### config.mk
export PLATFORM = sky130hd
export DESIGN_NAME = cache_line_arbiter
export DESIGN_NICKNAME = d
export VERILOG_FILES = /design/src/rtl/cache_arb_pkg.sv /design/src/rtl/cache_line_arbiter.sv
export SDC_FILE = /design/constraint.sdc
export NUM_CORES = 1
export LEC_CHECK = 0
export BUFFER_PORTS_ARGS = -buffer_cell sky130_fd_sc_hd__buf_2
export CAP_MARGIN = 20
export CORE_AREA = 3 3 640 642
export CTS_CLUSTER_DIAMETER = 60
export DETAILED_ROUTE_END_ITERATION = 10
export DIE_AREA = 0 0 643 645
export MAX_ROUTING_LAYER = met4
export PLACE_DENSITY = 0.3
export SYNTH_ARGS = -nofsm -noshare
export SYNTH_HDL_FRONTEND = slang
export SYNTH_SLANG_ARGS = --single-unit
### constraint.sdc
create_clock -name clk -period 1.7 [get_ports clk]
set_clock_uncertainty 0.2 [all_clocks]
set_input_delay 0.17 -clock clk [delete_from_list [all_inputs] [get_ports clk]]
set_output_delay 0.17 -clock clk [all_outputs]
set_load 0.02 [all_outputs]
### src/rtl/cache_arb_pkg.sv
// Shared types for the I/D cacheline memory-port arbiter.
package cache_arb_pkg;

  typedef enum logic [1:0] {
    IDLE    = 2'd0,
    GRANT_I = 2'd1,
    GRANT_D = 2'd2,
    GAP     = 2'd3
  } arb_state_t;

  typedef enum logic {
    CLIENT_I = 1'b0,
    CLIENT_D = 1'b1
  } arb_client_t;

  // Gap counter width: enough to hold GAP_CYCLES-1, never narrower than one bit.
  function automatic int unsigned gap_cnt_width(input int unsigned gap_cycles);
    int unsigned w;
    w = $clog2(gap_cycles + 1);
    return (w < 1) ? 1 : w;
  endfunction

endpackage

### src/rtl/cache_line_arbiter.sv
// Round-robin arbiter sharing one cacheline memory port between the I-cache and D-cache
// miss controllers, with a programmable idle gap between consecutive grants.
module cache_line_arbiter
  import cache_arb_pkg::*;
#(
  parameter int unsigned LINE_WIDTH = 256,
  parameter int unsigned ADDR_WIDTH = 32,
  parameter int unsigned GAP_CYCLES = 1
) (
  input  logic                  clk,
  input  logic                  rst,

  input  logic                  i_mem_read,
  input  logic                  i_mem_write,
  input  logic [ADDR_WIDTH-1:0] i_mem_address,
  input  logic [LINE_WIDTH-1:0] i_mem_wdata,
  output logic [LINE_WIDTH-1:0] i_mem_rdata,
  output logic                  i_mem_resp,

  input  logic                  d_mem_read,
  input  logic                  d_mem_write,
  input  logic [ADDR_WIDTH-1:0] d_mem_address,
  input  logic [LINE_WIDTH-1:0] d_mem_wdata,
  output logic [LINE_WIDTH-1:0] d_mem_rdata,
  output logic                  d_mem_resp,

  output logic                  mem_read,
  output logic                  mem_write,
  output logic [ADDR_WIDTH-1:0] mem_address,
  output logic [LINE_WIDTH-1:0] mem_wdata,
  input  logic [LINE_WIDTH-1:0] mem_rdata,
  input  logic                  mem_resp
);

  localparam int unsigned GapW = gap_cnt_width(GAP_CYCLES);
  localparam logic [GapW-1:0] GapLoad = (GAP_CYCLES > 0) ? GapW'(GAP_CYCLES - 1) : '0;
  localparam arb_state_t ReleaseState = (GAP_CYCLES > 0) ? GAP : IDLE;

  arb_state_t  state_q, state_d;
  arb_client_t last_grant_q, last_grant_d;
  logic [GapW-1:0] gap_cnt_q, gap_cnt_d;

  logic        i_pend, d_pend;
  arb_client_t pick;

  assign i_pend = i_mem_read | i_mem_write;
  assign d_pend = d_mem_read | d_mem_write;

  // On a tie the client that did not win last time goes first.
  assign pick = (i_pend && d_pend) ? ((last_grant_q == CLIENT_I) ? CLIENT_D : CLIENT_I)
                                   : (d_pend ? CLIENT_D : CLIENT_I);

  assign i_mem_rdata = mem_rdata;
  assign d_mem_rdata = mem_rdata;

  always_ff @(posedge clk) begin
    if (!rst) begin
      state_q      <= IDLE;
      last_grant_q <= CLIENT_I;
      gap_cnt_q    <= '0;
    end else begin
      state_q      <= state_d;
      last_grant_q <= last_grant_d;
      gap_cnt_q    <= gap_cnt_d;
    end
  end

  always_comb begin
    state_d      = state_q;
    last_grant_d = last_grant_q;
    gap_cnt_d    = gap_cnt_q;
    unique case (state_q)
      IDLE: begin
        if (i_pend || d_pend) begin
          last_grant_d = pick;
          state_d      = (pick == CLIENT_D) ? GRANT_D : GRANT_I;
        end
      end
      GRANT_I: begin
        // Completion and abandon both release the port the same way.
        if (mem_resp || !i_pend) begin
          state_d   = ReleaseState;
          gap_cnt_d = GapLoad;
        end
      end
      GRANT_D: begin
        if (mem_resp || !d_pend) begin
          state_d   = ReleaseState;
          gap_cnt_d = GapLoad;
        end
      end
      GAP: begin
        if (gap_cnt_q == '0) begin
          state_d = IDLE;
        end else begin
          gap_cnt_d = gap_cnt_q - GapW'(1);
        end
      end
      default: state_d = IDLE;
    endcase
  end

  always_comb begin
    mem_read    = 1'b0;
    mem_write   = 1'b0;
    mem_address = '0;
    mem_wdata   = '0;
    i_mem_resp  = 1'b0;
    d_mem_resp  = 1'b0;
    unique case (state_q)
      GRANT_I: begin
        mem_read    = i_mem_read & ~i_mem_write;
        mem_write   = i_mem_write;
        mem_address = i_mem_address;
        mem_wdata   = i_mem_wdata;
        i_mem_resp  = mem_resp;
      end
      GRANT_D: begin
        mem_read    = d_mem_read & ~d_mem_write;
        mem_write   = d_mem_write;
        mem_address = d_mem_address;
        mem_wdata   = d_mem_wdata;
        d_mem_resp  = mem_resp;
      end
      default: ;
    endcase
  end

endmodule
==> flow_metrics.py <==
metrics = {
    "pwr": {
        "total_power_mw": 50.2,
        "power_density_nw_per_um2": 1860,
        "p_leak_nw": 8.60,
        "vdd_ir_drop_max_uv": 614,
    },
    "die": {
        "die_area_um2": 415000,
        "dieHeight_um": 645,
        "die_w_um": 643,
        "start_util_pct": 2.12,
        "rows": 234,
        "io_pins": 1643,
        "core-area_um2": 405000,
    },
    "timing": {
        "relSlewSlack_pct": 76.3,
        "whs_ps": 17.5,
        "final.setup.tns_ps": -169820,
        "fin_crit_sh_pct": 141,
        "min_period_ps": 2390,
        "drv_slew": 0,
        "timing.fmax_mhz": 418,
        "setup_slack_ps": -694,
        "setup_violations": 294,
        "worst_pin_slew_ps": 356,
        "rsz0062_at_grt": "true",
        "hold_viol_final": 0,
    },
    "detailed_routing": {
        "drt-vias-per-instance": 1.90,
        "drt-initial-drc-count": 926,
        "wl_per_cell_um": 41.4,
        "drc_errors": 0,
        "vias": 14000,
        "routed_wl_um": 305000,
        "dr.pass1.iters": 5,
        "final_antenna_net_count": 0,
    },
    "synthesis": {
        "synth_edf_count": 0,
        "syn_area_per_cell_um2": 7.02,
        "syn_area_um2": 8580,
        "synth_fp_nets": 2065,
        "ys_warn_count": 0,
        "synth_seq_cells": 3,
        "synth_cell_types": 24,
        "netlist_instances": 1222,
        "async_reset_ff_share_pct": 0,
        "ys_seq_area_share_pct": 0.700,
        "ys.flop_type": "dfxtp_1",
    },
    "run": {
        "drv_cap": 0,
    },
    "clock_tree": {
        "cts.path.max_buffers": 2,
        "htreeDepth": 1,
        "cts-root-buf": "clkbuf_16",
        "cts_tree": "built",
        "cts_hold_buf": 0,
        "numCtsBuffers": 3,
        "clk_pin_slew_ps": 30,
        "cts_sinks": 3,
        "clock_latency_ps": 230,
    },
    "layout": {
        "area_delta_synth_final_pct": 215,
        "final_layout_size_suffix_gt1_share_pct": 94.3,
        "final_util_pct": 6.66,
        "layout_commonest_cell": "buf_2",
        "num-fill-cells": 47700,
        "layout.nets": 2629,
        "final_cell_mix": "buf_2, buf_12, nor2b_4, a22oi_2, buf_6",
    },
    "placement": {
        "port_buffers": 874,
        "place.gp.congestion": 0.779,
        "preCtsSetupSlack_ps": -623,
        "dp_hpwl_um": 275000,
    },
    "worst_setup_path": {
        "r2r_cells": 9,
        "crit_start": "state_q[0]$_SDFFE_PN0P_",
        "critPathLaunchType": "register",
        "r2r-start": "state_q[1]$_SDFFE_PN0P_",
        "path_class": "register to output port",
        "r2r_end": "state_q[1]$_SDFFE_PN0P_",
        "end_kind": "output port",
        "rrSetupSlack_ps": -380,
        "cp_max_fo": 7,
        "cp.required_ps": 1330,
        "critPathArrivalTime_ps": 2020,
    },
    "status": {
        "violations": "negative setup slack",
        "status": "complete, but fails checks",
    },
    "min_path": {
        "hold_depth": 2,
        "holdCritPathClass": "input port to register",
        "hold_path_end": "state_q[0]$_SDFFE_PN0P_",
        "holdCritStartpoint": "rst",
    },
    "global_routing": {
        "first_global_vias": 12100,
        "grt_overflow": 0,
        "grt_pass1_wl_um": 323000,
        "grt_max_degree": 47,
        "track_usage_pct": 13.9,
        "antenna_found_initial": 308,
    },
}
==> worst max-delay path: stages (launching register included) <==
cell,delay (ps)
dfxtp_4,370
inv_4,50
buf_6,110
ha_4,290
buf_12,150
buf_12,140
clkbuf_16,180
clkbuf_16,160
nor2b_4,160
buf_12,160
==> state kept, by name, summed over array words and instances, names as in the netlist <==
register,cells
last_grant_q,1
state_q,2
==> cells by family (layout without fill, tap and decap cells) <==
logic type               after synthesis  after routing  synth area share, %
AND/OR/NAND/NOR                      302            302                 22.0
AO/OA/AOI/OAI                        302            302                 26.3
adder cells (fa/ha/maj)                4              4                0.584
flip-flops                             3              3                0.700
buffers and inverters                611           1174                 50.5
other                                  0            153                    0
==> where the power goes <==
| part | switching (mW) | total, mW | internal [mW] |
|---|---|---|---|
| logic | 24.6 | 49.7 | 25.0 |
| clock network | 0.0668 | 0.376 | 0.310 |
| registers | 0.0322 | 0.144 | 0.111 |
==> worst max-delay path by stage <==
stage	end	slack [ps]	depth (start not counted)
floorplan	mem_address[0]	-30	5
global placement	mem_address[21]	-620	8
detailed placement	mem_wdata[1]	-620	8
CTS	mem_address[29]	-720	9
global route	mem_wdata[198]	-730	9
finish	mem_wdata[86]	-690	9
==> per-layer routing <==
metal  GRT usage (%)  routed length (um)  up-vias
li1                -                   -     5026
met3            14.4               67900      604
met4            3.60               11000        0
met1            11.3               89800     6232
met2            21.6              136000     2097
met5               -                   0        -
==> per-stage QoR <==
stage	std cells	instance area (um2)
detailed placement	7095	21100
global placement	7095	21100
CTS	7135	23100
finish	7366	27000
global route	7361	27000
floorplan	1222	9410
==> synthesized netlist by cell type, drive strengths merged (2+ instances only) <==
library cell	instances	area [um2]
buf	579	4210
nor2b	290	1810
a22oi	289	2170
clkbuf	29	109
o21ai	5	25.0
ha	4	50.1
a21oi	3	15.0
dfxtp	3	60.1
inv	3	11.3
nor2	3	11.3
and2	2	12.5
nand2	2	7.51
nand3b	2	15.0
==> cell type report <==
cell class                      count  area [um2]  share of cell area [%]
Inverter                            3        13.8                  0.0510
Clock buffer                        4        78.8                   0.292
Sequential cell                     3        65.1                   0.241
Antenna cell                      153         383                    1.42
Timing Repair Buffer             1167       12500                    46.4
Multi-Input combinational cell    608        7150                    26.5
Tap cell                         5428        6790                    25.1
==> what timing repair did <==
action                                  in CTS  in global routing
endpoints found under the setup margin     294                294
setup buffers                               22                 29
gates resized for setup                    273                513
gates cloned                                18                 52
pin swaps                                   11                 26
Note: power is estimated with default switching activity, not from simulation.
